**src/rtl/fetch_queue.sv**
```systemverilog
// fetch_queue: circular instruction buffer between fetch2 and decode; truncates groups after taken/excepting lanes.
// Optional statistics counters are enabled with the FETCH_QUEUE_STAT_EN macro.
module fetch_queue #(
  parameter int FETCH_W = 2,
  parameter int ISSUE_W = 1,
  parameter int DEPTH   = 8,
  parameter int ECODE_W = 6
) (
  input  logic                         clk,
  input  logic                         rst,
  input  logic                         flush,
  input  logic                         in_valid,
  output logic                         in_ready,
  input  logic [FETCH_W-1:0]           in_mask,
  input  logic [FETCH_W*32-1:0]        in_pc,
  input  logic [FETCH_W*32-1:0]        in_inst,
  input  logic [FETCH_W-1:0]           in_pred_taken,
  input  logic [FETCH_W-1:0]           in_excp,
  input  logic [FETCH_W*ECODE_W-1:0]   in_ecode,
  output logic [ISSUE_W-1:0]           out_valid,
  input  logic                         out_ready,
  output logic [ISSUE_W*32-1:0]        out_pc,
  output logic [ISSUE_W*32-1:0]        out_inst,
  output logic [ISSUE_W-1:0]           out_pred_taken,
  output logic [ISSUE_W-1:0]           out_excp,
  output logic [ISSUE_W*ECODE_W-1:0]   out_ecode,
  output logic [$clog2(DEPTH+1)-1:0]   count,
  output logic [31:0]                  stat_full_cycles,
  output logic [31:0]                  stat_empty_cycles,
  output logic [31:0]                  stat_flushes
);

  localparam int PTR_W = $clog2(DEPTH);
  localparam int CNT_W = $clog2(DEPTH+1);

  logic [31:0]        pc_mem   [DEPTH];
  logic [31:0]        inst_mem [DEPTH];
  logic               pt_mem   [DEPTH];
  logic               ex_mem   [DEPTH];
  logic [ECODE_W-1:0] ec_mem   [DEPTH];

  logic [PTR_W-1:0] head_q, head_d, tail_q, tail_d;
  logic [CNT_W-1:0] count_q, count_d;
  logic [FETCH_W-1:0] accept;
  logic [CNT_W-1:0] push_n, pop_n;
  logic             grp_open, do_push, do_pop;

  assign in_ready = (count_q <= CNT_W'(DEPTH - FETCH_W));
  assign do_push  = in_valid && in_ready && !flush;
  assign do_pop   = out_ready && !flush;
  assign pop_n    = (count_q < CNT_W'(ISSUE_W)) ? count_q : CNT_W'(ISSUE_W);
  assign count    = count_q;

  // Lane acceptance: contiguous mask prefix, closing after the first taken or excepting lane
  always_comb begin
    accept   = '0;
    push_n   = '0;
    grp_open = 1'b1;
    for (int i = 0; i < FETCH_W; i++) begin
      accept[i] = grp_open && in_mask[i];
      push_n    = push_n + (accept[i] ? CNT_W'(1) : CNT_W'(0));
      grp_open  = accept[i] && !(in_pred_taken[i] || in_excp[i]);
    end
  end

  always_comb begin
    head_d  = flush ? '0 : (do_pop  ? head_q + PTR_W'(pop_n)  : head_q);
    tail_d  = flush ? '0 : (do_push ? tail_q + PTR_W'(push_n) : tail_q);
    count_d = flush ? '0 : (count_q + (do_push ? push_n : CNT_W'(0)) - (do_pop ? pop_n : CNT_W'(0)));
  end

  always_ff @(posedge clk) begin
    if (rst) begin
      head_q  <= '0;
      tail_q  <= '0;
      count_q <= '0;
    end else begin
      head_q  <= head_d;
      tail_q  <= tail_d;
      count_q <= count_d;
    end
  end

  // Storage has no reset; occupancy alone decides what is visible
  always_ff @(posedge clk) begin
    for (int i = 0; i < FETCH_W; i++) begin
      if (do_push && accept[i]) begin
        pc_mem[tail_q + PTR_W'(i)]   <= in_pc[i*32 +: 32];
        inst_mem[tail_q + PTR_W'(i)] <= in_inst[i*32 +: 32];
        pt_mem[tail_q + PTR_W'(i)]   <= in_pred_taken[i];
        ex_mem[tail_q + PTR_W'(i)]   <= in_excp[i];
        ec_mem[tail_q + PTR_W'(i)]   <= in_ecode[i*ECODE_W +: ECODE_W];
      end
    end
  end

  always_comb begin
    for (int i = 0; i < ISSUE_W; i++) begin
      out_valid[i]                   = count_q > CNT_W'(i);
      out_pc[i*32 +: 32]             = pc_mem[head_q + PTR_W'(i)];
      out_inst[i*32 +: 32]           = inst_mem[head_q + PTR_W'(i)];
      out_pred_taken[i]              = pt_mem[head_q + PTR_W'(i)];
      out_excp[i]                    = ex_mem[head_q + PTR_W'(i)];
      out_ecode[i*ECODE_W +: ECODE_W] = ec_mem[head_q + PTR_W'(i)];
    end
  end

`ifdef FETCH_QUEUE_STAT_EN
  function automatic logic [31:0] sat_inc(input logic [31:0] v, input logic en);
    return (en && (v != 32'hFFFF_FFFF)) ? v + 32'd1 : v;
  endfunction

  logic [31:0] stat_full_q, stat_full_d;
  logic [31:0] stat_empty_q, stat_empty_d;
  logic [31:0] stat_flush_q, stat_flush_d;

  always_comb begin
    stat_full_d  = sat_inc(stat_full_q, in_valid && !in_ready && !flush);
    stat_empty_d = sat_inc(stat_empty_q, count_q == '0);
    stat_flush_d = sat_inc(stat_flush_q, flush);
  end

  always_ff @(posedge clk) begin
    if (rst) begin
      stat_full_q  <= 32'd0;
      stat_empty_q <= 32'd0;
      stat_flush_q <= 32'd0;
    end else begin
      stat_full_q  <= stat_full_d;
      stat_empty_q <= stat_empty_d;
      stat_flush_q <= stat_flush_d;
    end
  end

  assign stat_full_cycles  = stat_full_q;
  assign stat_empty_cycles = stat_empty_q;
  assign stat_flushes      = stat_flush_q;
`else
  assign stat_full_cycles  = 32'd0;
  assign stat_empty_cycles = 32'd0;
  assign stat_flushes      = 32'd0;
`endif

endmodule

```
**config.mk**
```make
export PLATFORM = sky130hd
export DESIGN_NAME = fetch_queue
export DESIGN_NICKNAME = d
export VERILOG_FILES = /design/src/rtl/fetch_queue.sv
export SDC_FILE = /design/constraint.sdc
export NUM_CORES = 1
export LEC_CHECK = 0
export CAP_MARGIN = 20
export CORE_MARGIN = 4
export CORE_UTILIZATION = 52
export CTS_CLUSTER_SIZE = 40
export DETAILED_ROUTE_END_ITERATION = 7
export PLACE_DENSITY_LB_ADDON = 0.15
export SKIP_CTS_REPAIR_TIMING = 1
export SYNTH_ARGS = -nofsm -noshare
export SYNTH_HDL_FRONTEND = slang
export SYNTH_SLANG_ARGS = --single-unit
```
**constraint.sdc**
```tcl
create_clock -name clk -period 5.9 [get_ports clk]
set_clock_uncertainty 0.05 [all_clocks]
set_input_delay 1.18 -clock clk [delete_from_list [all_inputs] [get_ports clk]]
set_output_delay 1.18 -clock clk [all_outputs]
set_load 0.005 [all_outputs]
```
Yosys cells after proc, flatten, opt, wreduce, memory -nomap -nowiden
Memory sizes are Yosys's and may differ from the RTL's. A register that Yosys moved wholly into a read port is not among the register bits.
Index checks and enable logic that the tools add are counted.
{ "totals": {"regBits": 10, "latch_bits": 0, "ramBits": 576, "rom_bits": 0, "inputBits": 151, "wordCells": 47, "n_memories": 5} }
{ "memory_table": {"columns": ["memory", "words", "width", "rd", "rd_ports_with_merged_regs", "write_ports", "line_no", "rtl"], "rows": [
  ["inst_mem", 8, 32, 1, 1, 2, "37", "logic [31:0] inst_mem [DEPTH];"],
  ["pc_mem", 8, 32, 1, 1, 2, "36", "logic [31:0] pc_mem [DEPTH];"],
  ["ec_mem", 8, 6, 1, 1, 2, "40", "logic [ECODE_W-1:0] ec_mem [DEPTH];"],
  ["ex_mem", 8, 1, 1, 1, 2, "39", "logic ex_mem [DEPTH];"],
  ["pt_mem", 8, 1, 1, 1, 2, "38", "logic pt_mem [DEPTH];"]
]} }
{ "classes": {"add_sub_neg": 6, "mul": 0, "n_div": 0, "n_lt_le_gt_ge": 3, "eq_ne": 0, "n_shift": 0, "n_mux": 19, "bitwise_logic": 0, "reduce_logical": 11} }
{ "ops": {"columns": ["op", "n"], "rows": [
  ["two-way mux 3 bit", 10],
  ["two-way mux 4 bit", 2],
  ["logical AND 1 bit", 7],
  ["two-way mux 1 bit", 6],
  ["adder 4 x 2 -> 4 bit", 1],
  ["> comparator 4 x 1 -> 1 bit, second input constant", 1],
  ["less-or-equal comparator 4 x 3 -> 1 bit, second input constant", 1],
  ["less-than comparator 4 x 1 -> 1 bit, second input constant", 1],
  ["subtractor 4 bit", 1],
  ["adder 3 x 1 -> 3 bit, second input constant", 1],
  ["adder 3 x 2 -> 3 bit", 1],
  ["adder 3 bit", 1],
  ["adder 1 x 1 -> 2 bit", 1],
  ["zero test 1 bit", 2],
  ["two-way mux 2 bit", 1],
  ["OR reduction 2 bit", 1],
  ["logical OR 1 bit", 1]
]} }

Depth between registers and ports, before layout
{ "logic_depth": {"depth_word": 9, "depth_mapped": 13} }

Worst setup path after synthesis
OpenSTA, ideal clock, no wires.
{ "synth_path": {"kind": "input -> register", "start": "in in_pred_taken[0]", "end": "mem ec_mem[5][0] (enable)", "setup_time_ns": 0.526, "t_arrival_ns": 5.479, "slack_ns": -0.155, "stages": 4, "cell_sequence": "clkbuf_1 -> nand4bb_4 -> or3_1 -> a21oi_1"} }
{ "synth_rtl": {"columns": ["item", "line_no", "rtl"], "rows": [
  ["start: declaration", "17", "input logic [FETCH_W-1:0] in_pred_taken,"],
  ["end: declaration", "40", null]
]} }

==> results.txt <==
Entering global routing, the biggest net connects 73 pins. The count of unique library cells instantiated by Yosys came out at 45. The leakage power is roughly 11 nW. The met1 global-route usage is 33.13%. Counting every sink on the clock net gives slightly below 600. The weighted congestion reported at the end of routability-driven placement is ~0.8. The commonest cells after synthesis are mux2_2, edfxtp_1, mux4_2, buf_4, buf_2.

The share of power burned in registers came out at 50.9%. The via count of the first global-routing pass is about 17000. The number of cell instances on the worst register-to-register path came out at 7.

The synthesis-stage register bit count came out at between 500 and 600. The number of nets in the final layout came out at 2095. The worst voltage drop across the vdd grid came out at roughly 0.18 mV. TritonCTS built the clock tree.

The top flip-flop cell by instance count after synthesis is edfxtp_1. The area overhead of the layout relative to synthesis is 16.26%. The root buffer cell chosen for the clock tree is clkbuf_16.

The core area is ~58000 µm². The number of setup violations in the final report is 0. The peak per-stage delay on the critical path came out at 0.79 ns. In this run the biggest area consumer among cell types represents approximately 57% of the synthesized area. The aggregate global routing overflow came out at 0.

The number of hold violations in the final report is 0. The flow ran to the end, and the final reports show no timing, DRC or antenna violations. Traced cell by cell, the critical path runs through buf_12, mux4_2, mux2_2, clkdlybuf4s50_1.

The count of cells along the worst hold path is 2. During I/O placement, the number of pins put on the boundary was between 300 and 400. The proportion of synthesized chip area in sequential cells came out at 58.16%.

The worst hold path belongs to the class reg -> reg. The first global-routing pass estimated approximately 110 mm of wire. TritonCTS created 66 clock buffers. Hold is met by between 0.4 and 0.5 ns. The remaining design rule violation count came out at 0. Clock-pin slew was measured on the worst setup and hold paths at around 0.05 ns. Setup repair after global routing left no endpoint under its margin.

The global-route met3 utilization is around 3.9%. The max-slew headroom at the worst pin came out at between 30% and 40%. The worst reg2reg path startpoint is tail_q[0]. The share of flip-flops with an asynchronous set or reset is 0%.

The number of buffers added on ports came out at between 200 and 250. The floorplan step defined a die boundary enclosing 61970 µm². The minimum setup slack in the final design came out at 1.445 ns. The areal power density over the cells is 259.9 nW/µm². The data required time of the critical path came out at roughly 4.7 ns. The initial antenna violation count was 13. Yosys instantiated no cell more often than mux2_2. The number of enable flip-flop cells after synthesis is ~580. Among all stages on the critical path, the largest delay is contributed by dfxtp_4. In this run switching power makes up a little over a fifth of total power. For this run, the total global-route usage over all layers was measured as between 20% and 30%. Summed over all nets, the switching power comes to slightly below 0.002 W.

The worst reg-to-reg setup slack came out at between 2 and 2.5 ns. The count of nets left with antenna violations once routing finished came out at 0. In this run, the number of DRC markers left after iteration 0 of detailed routing was 1391.

The proportion of power drawn by the clock network is 40.8%. The number of iterations in the first detailed-routing pass came out at 5. The endpoint identified for the worst register-to-register timing path is pc_mem[1][18]. The deepest clock path buffer count came out at 3.

At the worst endpoint, the arrival time is about 3.2 ns. Detailed routing inserted a total of about 16000 vias. The Yosys warning count is 0. The global routing usage on met2 is between 30% and 40%. The synthesized instance count is ~1700. In this run the vertical extent of the chip is 248.9 µm.

The via count normalized by instance count came out at between 5 and 6. The largest fanout of any net on the critical path is between 40 and 50. The mean area per synthesized cell came out at 17.72 µm².

In the finished design, the share of the clock period the worst path needs comes to approximately three quarters. The hold path startpoint is head_q[0]. The worst setup path is launched from a register.

By area the synthesized netlist is led by edfxtp_1, mux2_2, mux4_2. In the final timing run, aggregate negative setup slack is 0 ns. The post-synthesis cell area is about 30000 µm². The half-perimeter wire length of the detailed placement result is 40.48 mm. The max-slew violation count came out at 0. Timing would allow up to approximately 0.22 GHz. The die extent in x came out at approximately 250 µm. Of the cells placed in the final design, the portion with a size suffix greater than 1 is between 40% and 50%. The critical path in this run is classified as reg -> out.

The post-detailed-route wirelength per cell came out at ~27 µm. The combinational cell fraction of total power came out at under 10%. The clock latency on the worst-skew pair came out at about 0.58 ns.

The number of violations of the max-capacitance limit is 0. The share of the core filled with cells in the final layout came out at 60.94%. The shortest clock period the worst path allows after layout is between 4 and 5 ns. Cell internal power was estimated by the tool at between 0.007 and 0.008 W. The starting utilization of the core area came out at 52.42%.

The slew at the pin with the worst max-slew slack came out at approximately 1 ns. The layer carrying the most global-route usage is met2. The initialized floorplan defines roughly 90 standard-cell rows. The largest area contributor in the synthesized netlist is edfxtp_1. The number of H-tree levels is 3. The total detailed-routing wirelength is around 74 mm. The post-placement setup slack came out at 1.492 ns.

STA classifies the critical path endpoint as an output pin.
worst max-delay path: cells and delay by family (launching register included):
family,cells,cell delay [ns]
buffers and inverters,2,0.86
DFF,1,0.79
muxes,2,0.91
registers in the layout (all words and copies together) (netlist names), named ones only:
| register | flops |
|---|---|
| tail_q | 3 |
| head_q | 3 |
| pt_mem | 8 |
| inst_mem | 256 |
| pc_mem | 256 |
| ec_mem | 48 |
| ex_mem | 8 |
| count | 4 |
cells by family (layout without fill, tap and decap cells):
| kind of cell | after synthesis | count (layout) | synth area share, % |
|---|---|---|---|
| muxes | 783 | 783 | 34.56 |
| DFF | 589 | 589 | 58.16 |
| AOI/OAI and AO/OA | 29 | 29 | 0.6922 |
| buffers and inverters | 212 | 386 | 4.265 |
| adders and majority gates | 15 | 15 | 0.7212 |
| and+or+nand+nor | 70 | 70 | 1.447 |
| other | 1 | 104 | 0.01242 |
| xor gates and xnor gates | 5 | 5 | 0.1451 |
stage by stage:
stage	instances	cell area (µm²)	total power, W
global placement	2625	33140	0.005467
floorplan	1799	30550	0.005176
global route	2743	35090	0.009451
detailed placement	2626	33160	0.005485
CTS	2738	35070	0.009205
finish	2746	35090	0.009121
power groups by stage:
stage | Combinational, W | Sequential, W | Clock (W)
6_report | 0.000753 | 0.00464 | 0.00372
5_1_grt | 0.000817 | 0.00465 | 0.00399
3_5_place_dp | 0.000752 | 0.00473 | 0
2_1_floorplan | 0.000455 | 0.00472 | 0
4_1_cts | 0.000757 | 0.00464 | 0.00380
3_3_place_gp | 0.000736 | 0.00473 | 0
placed cells by master, fill, tap and decap left out, drive strengths merged:
cell type      Yosys  final
or3                4      4
nor3b              2      2
xor2               3      3
diode              0      8
a31o               8      8
mux2i              6      6
clkinv             0     22
nand2              9      9
nand3              8      8
edfxtp           576    576
nor2b              1      1
a21o               1      1
mux2             633    633
xnor2              2      2
clkbuf            30     88
o21ai              2      2
a31oi              3      3
conb               1     96
dfxtp             13     13
o21bai             8      8
a21bo              1      1
or2                2      2
nand4b             2      2
nor2              23     23
and4b              1      1
ha                11     11
buf              171     35
nor3               7      7
o21a               1      1
nand2b             4      4
and2               3      3
nand4              2      2
mux4             144    144
clkdlybuf4s50      0    228
inv               11     13
nor4bb             1      1
a21oi              5      5
fa                 4      4
nand4bb            1      1
metal layers:
layer	part of all wire, %	vias to the layer above	wire length (µm)
li1	-	7173	-
met1	43	8604	32100
met2	49	494	36240
met3	5.9	98	4335
met4	1.6	12	1203
met5	0.081	-	60
how the worst max path moves through the flow:
stage / slack (ns) / startpoint / cells past startpoint / to
6_report: 1.45 / register / 4 / out_pc[28]
3_5_place_dp: 1.49 / in_pred_taken[0] / 7 / pc_mem[1][17]
3_3_place_gp: 1.54 / in_pred_taken[0] / 7 / pc_mem[1][20]
2_1_floorplan: 0.45 / in_pred_taken[0] / 5 / ec_mem[0][0]
4_1_cts: 1.35 / register / 4 / out_inst[9]
5_1_grt: 1.24 / register / 4 / out_pc[26]
layout make-up:
| cell class | instances | area, µm² |
|---|---|---|
| Tap cell | 765 | 957.2 |
| Sequential cell | 589 | 17570 |
| Inverter | 11 | 41.29 |
| Multi-Input combinational cell | 998 | 11830 |
| Clock buffer | 88 | 1798 |
| Clock inverter | 24 | 112.6 |
| Timing Repair Buffer | 263 | 2770 |
| Antenna cell | 8 | 20.02 |
| Fill cell | 4311 | 22490 |
Power figures use the tool's default switching activity.
